## config.mk

```make
export PLATFORM = sky130hd
export DESIGN_NAME = cz_flag_file
export DESIGN_NICKNAME = d
export VERILOG_FILES = /design/src/rtl/cz_flag_pkg.sv /design/src/rtl/cz_flag_stage.sv /design/src/rtl/cz_flag_file.sv
export SDC_FILE = /design/constraint.sdc
export NUM_CORES = 1
export LEC_CHECK = 0
export ABC_CLOCK_PERIOD_IN_PS = 2100
export CAP_MARGIN = 20
export CORE_AREA = 2 2 39 41
export CTS_BUF_LIST = sky130_fd_sc_hd__clkbuf_4 sky130_fd_sc_hd__clkbuf_8
export DETAILED_ROUTE_END_ITERATION = 12
export DIE_AREA = 0 0 41 43
export GPL_TIMING_DRIVEN = 0
export PLACE_DENSITY = 0.87
export SYNTH_ARGS = -nofsm -noshare
export SYNTH_HDL_FRONTEND = slang
export SYNTH_SLANG_ARGS = --single-unit
export TNS_END_PERCENT = 5
```

## constraint.sdc

```tcl
create_clock -name clk -period 2.1 [get_ports clk]
set_input_delay 0.42 -clock clk [delete_from_list [all_inputs] [get_ports clk]]
set_output_delay 0.42 -clock clk [all_outputs]
set_load 0.02 [all_outputs]
```

## src/rtl/cz_flag_pkg.sv

```systemverilog
// Shared types and defaults for the C/Z condition-flag pipeline.
package cz_flag_pkg;

   // Architectural flag values taken on reset.
   localparam logic RESET_CARRY_DEFAULT = 1'b0;
   localparam logic RESET_ZERO_DEFAULT  = 1'b0;

   // Flag update captured from EX and held in EX/MEM.
   typedef struct packed {
      logic valid;
      logic c_we;
      logic z_we;
      logic is_load;
      logic c;
      logic z;
   } flag_entry_t;

   // Flag update held in MEM/WB. The load's Z is already resolved by then,
   // so the load marker is no longer needed.
   typedef struct packed {
      logic valid;
      logic c_we;
      logic z_we;
      logic c;
      logic z;
   } wb_entry_t;

   localparam int FLAG_ENTRY_W = $bits(flag_entry_t);
   localparam int WB_ENTRY_W   = $bits(wb_entry_t);

   // Build the EX/MEM entry. A load never writes C, whatever the ALU control says.
   function automatic flag_entry_t make_ex_entry(
      input logic valid,
      input logic c_we,
      input logic z_we,
      input logic is_load,
      input logic c,
      input logic z
   );
      flag_entry_t e;
      e.valid   = valid;
      e.c_we    = c_we & ~is_load;
      e.z_we    = z_we;
      e.is_load = is_load;
      e.c       = c;
      e.z       = z;
      return e;
   endfunction

   // Advance an EX/MEM entry into MEM/WB, substituting the memory-derived Z for loads.
   function automatic wb_entry_t make_wb_entry(
      input flag_entry_t e,
      input logic        load_data_zero
   );
      wb_entry_t w;
      w.valid = e.valid;
      w.c_we  = e.c_we;
      w.z_we  = e.z_we;
      w.c     = e.c;
      w.z     = e.is_load ? load_data_zero : e.z;
      return w;
   endfunction

endpackage

```

## src/rtl/cz_flag_stage.sv

```systemverilog
// One pipeline register for flag updates: holds on stall, clear wins over stall.
module cz_flag_stage #(
   parameter int W = 6
) (
   input  logic         clk,
   input  logic         rst,
   input  logic         stall,
   input  logic         clear,
   input  logic [W-1:0] d,
   output logic [W-1:0] q
);

   // Capture when the pipe advances; an all-zero entry is an invalid bubble.
   always_ff @(posedge clk or posedge rst) begin
      if (rst) begin
         q <= '0;
      end else if (clear) begin
         q <= '0;
      end else if (!stall) begin
         q <= d;
      end
   end

endmodule

```

## src/rtl/cz_flag_file.sv

```systemverilog
// Carry/zero flag file: pipelines flag updates from EX to WB, commits them to
// the architectural flags, forwards the youngest visible values to the ALU
// control and flags the load-Z hazard.
module cz_flag_file
   import cz_flag_pkg::*;
#(
   parameter logic RESET_CARRY = RESET_CARRY_DEFAULT,
   parameter logic RESET_ZERO  = RESET_ZERO_DEFAULT,
   parameter bit   FWD_EN      = 1'b1
) (
   input  logic clk,
   input  logic rst,
   input  logic stall,
   input  logic flush,
   input  logic ex_valid,
   input  logic ex_carry_we,
   input  logic ex_zero_we,
   input  logic ex_is_load,
   input  logic ex_carry,
   input  logic ex_zero,
   input  logic mem_load_data_zero,
   output logic carry_fwd,
   output logic zero_fwd,
   output logic arch_carry,
   output logic arch_zero,
   output logic z_load_hazard,
   output logic wb_carry_commit,
   output logic wb_zero_commit
);

   flag_entry_t ex_entry;
   flag_entry_t exmem;
   wb_entry_t   memwb_d;
   wb_entry_t   memwb;
   logic        wb_carry_write;
   logic        wb_zero_write;
   logic        exmem_carry_hit;
   logic        exmem_zero_hit;
   logic        memwb_carry_hit;
   logic        memwb_zero_hit;

   // A flushed EX instruction enters EX/MEM as a bubble.
   assign ex_entry = make_ex_entry(ex_valid & ~flush, ex_carry_we, ex_zero_we,
                                   ex_is_load, ex_carry, ex_zero);

   assign memwb_d = make_wb_entry(exmem, mem_load_data_zero);

   // Flush also clears EX/MEM while stalled so the squashed op cannot reappear.
   cz_flag_stage #(
      .W (FLAG_ENTRY_W)
   ) u_exmem (
      .clk   (clk),
      .rst   (rst),
      .stall (stall),
      .clear (flush),
      .d     (ex_entry),
      .q     (exmem)
   );

   cz_flag_stage #(
      .W (WB_ENTRY_W)
   ) u_memwb (
      .clk   (clk),
      .rst   (rst),
      .stall (stall),
      .clear (1'b0),
      .d     (memwb_d),
      .q     (memwb)
   );

   assign wb_carry_write = ~stall & memwb.valid & memwb.c_we;
   assign wb_zero_write  = ~stall & memwb.valid & memwb.z_we;

   // Commit WB updates to the architectural flags; pulses trace each commit edge.
   always_ff @(posedge clk or posedge rst) begin
      if (rst) begin
         arch_carry      <= RESET_CARRY;
         arch_zero       <= RESET_ZERO;
         wb_carry_commit <= 1'b0;
         wb_zero_commit  <= 1'b0;
      end else begin
         if (wb_carry_write) begin
            arch_carry <= memwb.c;
         end
         if (wb_zero_write) begin
            arch_zero <= memwb.z;
         end
         wb_carry_commit <= wb_carry_write;
         wb_zero_commit  <= wb_zero_write;
      end
   end

   // A load's Z is unknown until MEM data arrives, so it cannot be forwarded from EX/MEM.
   assign exmem_carry_hit = exmem.valid & exmem.c_we;
   assign exmem_zero_hit  = exmem.valid & exmem.z_we & ~exmem.is_load;
   assign memwb_carry_hit = memwb.valid & memwb.c_we;
   assign memwb_zero_hit  = memwb.valid & memwb.z_we;

   assign z_load_hazard = exmem.valid & exmem.is_load & exmem.z_we;

   // Per-flag forward select: youngest in-flight writer first, then architectural.
   always_comb begin
      carry_fwd = arch_carry;
      zero_fwd  = arch_zero;
      if (FWD_EN) begin
         if (exmem_carry_hit) begin
            carry_fwd = exmem.c;
         end else if (memwb_carry_hit) begin
            carry_fwd = memwb.c;
         end
         if (exmem_zero_hit) begin
            zero_fwd = exmem.z;
         end else if (memwb_zero_hit) begin
            zero_fwd = memwb.z;
         end
      end
   end

endmodule

```

## Word-level counts from Yosys, hierarchy flattened

Index checks and enable logic that the tools add are counted.

- Register bits after elaboration: 15
- Output and inout port bits: 7
- Word-level logic and storage cells: 30
- Bits of input ports: 11

- Bitwise gates (word level): 16
- Mux-type cells: 7
- Equal/unequal tests: 1

Operator list:

| kind | count |
|---|---|
| $and A1 B1 Y1 | 12 |
| $mux W6 | 2 |
| $mux W1 | 5 |
| $not A1 Y1 | 4 |
| $ne A2 B1 Y1 const B | 1 |

## Logic depth before layout (Yosys ltp)

Gate-level depths: netlist (run 1).

- Word-level depth: 4
- Gate-level depth with buffers: 3
- Gate-level depth less buffers: 2

## Cells and area by module

A second synthesis (run 1) with hierarchy kept.

- Cell total of the unflattened synthesis: 63
- Area, all modules: 711.9 um2

By module, submodules not included:

| module | cells each | instances | area each (um2) | sequential area each (um2) |
|---|---|---|---|---|
| cz_flag_file | 26 | 1 | 255.2 | 100.1 |
| cz_flag_stage at u_exmem | 20 | 1 | 247.7 | 150.1 |
| cz_flag_stage at u_memwb | 17 | 1 | 209.0 | 125.1 |

## Worst setup path before layout (run 1)

No wires, ideal clock.

- Path type: reg2out
- From: register arch_zero
- To: output zero_fwd
- Data arrival time: 1.078 ns
- Stages on the path, launching flop included: 3
- Required time: 1.680 ns
- Path buffers: 0
- Path slack: 0.602 ns
- Cell sequence: dfrtp_1 > a21bo_2 > a31oi_1

- Cells in the longest elaborated chain, start to end: 2

Ends and longest elaborated chain:

| what | RTL line | source |
|---|---|---|
| from (decl) | cz_flag_file.sv:25 | `output logic arch_zero,` |
| from (signal assigned) | cz_flag_file.sv:86 | `arch_zero <= memwb.z;` |
| $mux W1 | cz_flag_file.sv:113 | `end else if (memwb_zero_hit) begin` |
| $mux W1 | cz_flag_file.sv:111 | `if (exmem_zero_hit) begin` |
| to (decl) | cz_flag_file.sv:23 | `output logic zero_fwd,` |

No other way between the ends.

## Final worst setup path (run 1)

- From: register u_exmem.q[5]
- To: output z_load_hazard

- Cells in the longest elaborated chain, start to end: 2

Ends and longest elaborated chain:

| what | RTL line | source |
|---|---|---|
| from (decl) | cz_flag_stage.sv:10 | `output logic [W-1:0] q` |
| from (signal assigned) | cz_flag_stage.sv:16 | `q <= '0;` |
| from (signal assigned) | cz_flag_stage.sv:18 | `q <= '0;` |
| from (signal assigned) | cz_flag_stage.sv:20 | `q <= d;` |
| $and A1 B1 Y1 (2 in series) | cz_flag_file.sv:99 | `assign z_load_hazard = exmem.valid & exmem.is_load & exmem.z_we;` |
| to (decl) | cz_flag_file.sv:26 | `output logic z_load_hazard,` |

No other way between the ends.

==> results of run 1 <==
[cell usage after synthesis]
cell type,instances
a21bo_1,1
a21bo_2,1
a21oi_1,1
a31oi_1,2
and3_1,1
and3b_1,3
buf_4,1
dfrtp_1,15
inv_1,1
mux2_1,4
mux2_4,2
mux2i_1,6
nand2_1,3
nand3_1,2
nand3b_1,1
nor2_1,5
nor4bb_1,1
o21ai_1,1
or3b_1,1
[through the flow]
stage	util	power [uW]	area [um2]	cells	hold WS [ns]
after floorplan	-	384	663	52	0.321
after global placement	0.617	433	853	85	0.493
after detailed placement	0.617	437	853	85	0.508
after CTS	0.635	596	878	89	0.493
after global routing	0.635	624	878	89	0.511
final	0.635	589	878	89	0.469
[power by group through the flow]
stage,Combinational (uW),Sequential [uW],Clock [uW]
floorplan,50.6,333,0
global placement,103,331,0
detailed placement,105,333,0
CTS,101,327,168
global route,109,330,185
finish,99.2,326,163
[routing by layer]
layer	GRT usage	vias up	part of all wire
met5	0	-	0
met4	0.140	0	0.031
met3	0.0471	4	0.053
met2	0.216	16	0.46
met1	0.228	218	0.46
li1	-	227	-
[state kept, by name, summed over array words and instances, names as in the netlist]
signal,count
u_exmem.q,6
wb_carry_commit,1
arch_carry,1
wb_zero_commit,1
u_memwb.q,5
arch_zero,1
[area by class of cell]
cell class	instances	area [um2]
Timing Repair Buffer	17	168
Multi-Input combinational cell	35	277
Clock inverter	1	5.00
Buffer	1	7.51
Inverter	1	3.75
Sequential cell	15	375
Clock buffer	3	22.5
Tap cell	16	20.0
Fill cell	123	505
[cells by family (layout without fill, tap and decap cells)]
logic type             Yosys count  count (layout)  share of synthesized area
AOI/OAI and AO/OA                6               6                     0.0641
buffers and inverters            2              23                     0.0170
DFF                             15              15                      0.566
muxes                           12              12                      0.204
and+or+nand+nor                 17              17                      0.149
[repair_timing]
item	4_1_cts	5_1_grt
setup endpoints to repair	2	0
resized for setup	2	0
endpoints found under the hold margin	0	0
[final timing paths]
check,start,to,depth (start not counted)
worst max-delay path,u_exmem.q[5]$_DFFE_PP0P_,z_load_hazard,2
worst min-delay path,rst,wb_zero_commit$_DFF_PP0_,2
worst max register to register,u_memwb.q[4]$_DFFE_PP0N_,arch_carry$_DFFE_PP0P_,2
worst min register to register,u_exmem.q[1]$_DFFE_PP0P_,u_memwb.q[1]$_DFFE_PP0N_,1
max in group asynchronous,rst,u_memwb.q[1]$_DFFE_PP0N_,2
min in group clk,u_exmem.q[1]$_DFFE_PP0P_,u_memwb.q[1]$_DFFE_PP0N_,1
==> impl_metrics.ini, run 1 <==
[status]
status = finished, final reports clean

[layout]
area_growth_syn_to_layout_pct = 32.5
finalNetCount = 85
drive_above_1_share = 0.110
diodes = 0
final_cell_mix = dfrtp_1 (15), clkdlybuf4s50_1 (15), mux2i_1 (6)

[power]
net-switching-power_uw = 153
pwr-share-comb = 0.168
seqPwrFrac = 0.554
powerDensity_nw_per_um2 = 670
p_leak_uw = 0.000430
sw_frac_of_total = 0.259
p_int_uw = 436
vdd_drop_max_mv = 0.445
p_clk_frac = 0.277

[clocking]
cts.path.max_buffers = 2
cts_tree = built
path_clk_slew_ns = 0.10
cts.htree.levels = 1
holdBufCountCts = 0
post_cts_buffers = 0
insertion_delay_ns = 0.29
numClockSinks = 15
cts-root-buf = clkbuf_4
cts_made_buffers = 3

[timing]
drv_slew = 0
worst_pin_slew_ns = 0.545
setup_slack_ns = 0.176
rsz0062_at_grt = false
hold_violations = 0
relSlewSlack = 0.636
fmaxAchievable_mhz = 520
fin_crit_ns = 1.92
skew_ns = 0.0123
fin_tns_setup_ns = 0
period_share = 0.916
finalSetupViolCount = 0

[place]
hpwlAfterDp_um = 867
gp_congestion = 0.691
preCtsSetupSlack_ns = 0.249
portBuffers = 17

[global_route]
grt_pass1_wl_mm = 1.93
grt_overflow = 0
grt_usage = 0.169
grt_pass1_vias = 447
grt_max_degree = 16
grt_antenna_before_repair = 0

[logic_synthesis]
syn_nets = 63
synth_area_um2 = 663
syn_inst = 52
synth-seq-area-share = 0.566
ys_warn_count = 0
synthDistinctLibCells = 19
netlist_top_cells_area = dfrtp_1 (57%), mux2i_1 (9.1%), mux2_1 (6.8%)
ys_seq_elements = 15
yosys.area.top_type = dfrtp_1
synth.avg_cell_area_um2 = 12.8
synth_top_area_share = 0.566

[routing]
viasPerCell = 5.22
drtAntennaViolNets = 0
dr.first_iter.drc_count = 0
firstDrtPassIters = 1
routed_wl_mm = 1.16
routedWlPerCell_um = 13.0
drcViolationCount = 0
vias = 465

[floorplan]
rows = 14
chipHeight_um = 43
start_util = 0.479
coreArea_um2 = 1380
io_pins = 18
die_w_um = 41
dieArea_um2 = 1760

[setup_path]
worst-r2r-setup-slack_ns = 1.01
crit_buf_inv = 1
cp_max_fo = 7
cpMaxStageDelayCell = clkdlybuf4s50_1
crit_family = buffers and inverters
critPathMaxStageDelay_ns = 0.60
cp.arrival_ns = 1.50
cp-end-kind = output pin
crit_required_ns = 1.68
crit_type = reg -> out
crit_chain = and3_1 > clkdlybuf4s50_1
startpoint_type = flop

[hold_path]
hp-class = in -> async

[flow_run]
drv_cap = 0
(Power assumes the default switching activity.)
==> inputs of run 2 (changes only) <==
Settings changed: GPL_TIMING_DRIVEN 0 to not set.
==> impl_metrics.ini, run 2 (synthesis results as in run 1) <==
[layout]
largest_reg_flops = 6
largest_registers = u_exmem.q (6), u_memwb.q (5)
top_register = u_exmem.q
multi_input_area_um2 = 277
area_growth_syn_to_layout_pct = 33.6
final_cell_mix = dfrtp_1 (15), clkdlybuf4s50_1 (15), mux2i_1 (6)
final_cell_area_um2 = 886
finalNetCount = 86
register_area_um2 = 375
diodes = 0
drive_above_1_share = 0.122
nFillCells = 121

[timing]
relSlewSlack = 0.628
fmaxAchievable_mhz = 522
skew_ns = 0.000393
drv_slew = 0
finalSetupViolCount = 0
rsz0062_at_grt = false
hold_violations = 0
worst_pin_slew_ns = 0.557
fin_tns_setup_ns = 0
period_share = 0.913
fin_crit_ns = 1.92

[routing]
routedWlPerCell_um = 12.8
vias = 461
viasPerCell = 5.12
dr.first_iter.drc_count = 0
drtAntennaViolNets = 0
drcViolationCount = 0
firstDrtPassIters = 1
routed_wl_mm = 1.16

[setup_path]
crit_family = buffers and inverters
cp.arrival_ns = 1.50
crit_required_ns = 1.68
startpoint_type = flop
cp_max_fo = 7
crit_chain = and3_1 > clkdlybuf4s50_1
worst-r2r-setup-slack_ns = 1.01
crit_buf_inv = 1
critPathMaxStageDelay_ns = 0.59
crit_type = reg -> out
cpMaxStageDelayCell = clkdlybuf4s50_1
cp-end-kind = output pin

[floorplan]
chipHeight_um = 43
rows = 14
io_pins = 18
dieArea_um2 = 1760
die_w_um = 41
start_util = 0.479
coreArea_um2 = 1380

[clocking]
cts.htree.levels = 1
numClockSinks = 15
insertion_delay_ns = 0.28
cts-root-buf = clkbuf_4
holdBufCountCts = 0
cts_made_buffers = 3
cts_tree = built
path_clk_slew_ns = 0.09
cts.path.max_buffers = 2

[global_route]
grt_antenna_before_repair = 0
grt_overflow = 0
grt_usage = 0.164
grt_max_degree = 16
grt_pass1_wl_mm = 1.95
grt_pass1_vias = 424

[hold_path]
hp-class = in -> async

[place]
gp_congestion = 0.699
portBuffers = 17
hpwlAfterDp_um = 874
dpl-instance-area_um2 = 861

[flow_run]
drv_cap = 0

[power]
powerDensity_nw_per_um2 = 667
p_leak_uw = 0.000435
vdd_drop_max_mv = 0.450

[status]
status = finished, final reports clean
-- run 2: changes by cell type in the layout (fill, tap and decap cells not counted), sizes merged --
cell and delta:
buf +1
-- run 2: stage by stage --
step	setup WS (ns)	hold WS [ns]	power (uW)	utilization	instances
after floorplan	0.602	0.321	384	-	52
after global placement	0.290	0.497	434	0.622	86
after detailed placement	0.263	0.512	438	0.622	86
after CTS	0.174	0.496	595	0.640	90
after global routing	0.104	0.550	623	0.640	90
final	0.183	0.479	591	0.640	90
-- run 2: power by group --
group          total [uW]  switching, uW  internal [uW]
registers             326           18.8            308
clock network         164           93.4           70.6
logic                 101           41.5           59.1
-- run 2: repair_timing --
item	in CTS	in global routing
endpoints found under the setup margin	2	0
gates resized for setup	2	0
setup buffers	0	0
-- run 2: worst paths after layout --
path                                               start                       end  depth (start not counted)
min in group clk                u_memwb.q[1]$_DFFE_PP0N_  u_memwb.q[1]$_DFFE_PP0N_                          1
worst min register to register  u_memwb.q[1]$_DFFE_PP0N_  u_memwb.q[1]$_DFFE_PP0N_                          1
worst max register to register  u_memwb.q[4]$_DFFE_PP0N_     arch_zero$_DFFE_PP0P_                          2
worst max-delay path            u_exmem.q[5]$_DFFE_PP0P_             z_load_hazard                          2
max in group asynchronous                            rst  u_memwb.q[2]$_DFFE_PP0N_                          2
worst min-delay path                                 rst     arch_zero$_DFFE_PP0P_                          2
-- run 2: final cells by class --
class,instances,area share
Clock buffer,3,0.0254
Clock inverter,1,0.00565
Inverter,1,0.00424
Multi-Input combinational cell,35,0.312
Sequential cell,15,0.424
Tap cell,16,0.0226
Timing Repair Buffer,19,0.206
-- run 2: metal layers --
| layer | track usage | vias up | share of wire |
|---|---|---|---|
| met3 | 0.0314 | 2 | 0.042 |
| met1 | 0.232 | 214 | 0.48 |
| met4 | 0.0800 | 0 | 0.012 |
| met5 | 0 | - | 0 |
| met2 | 0.234 | 14 | 0.46 |
| li1 | - | 231 | - |
==> inputs of run 3 (changes only) <==
Settings changed: CTS_CLUSTER_DIAMETER set to 200.
==> results of run 3 <==
Same layout as run 2: the final DEF is identical, and so are final timing and power.
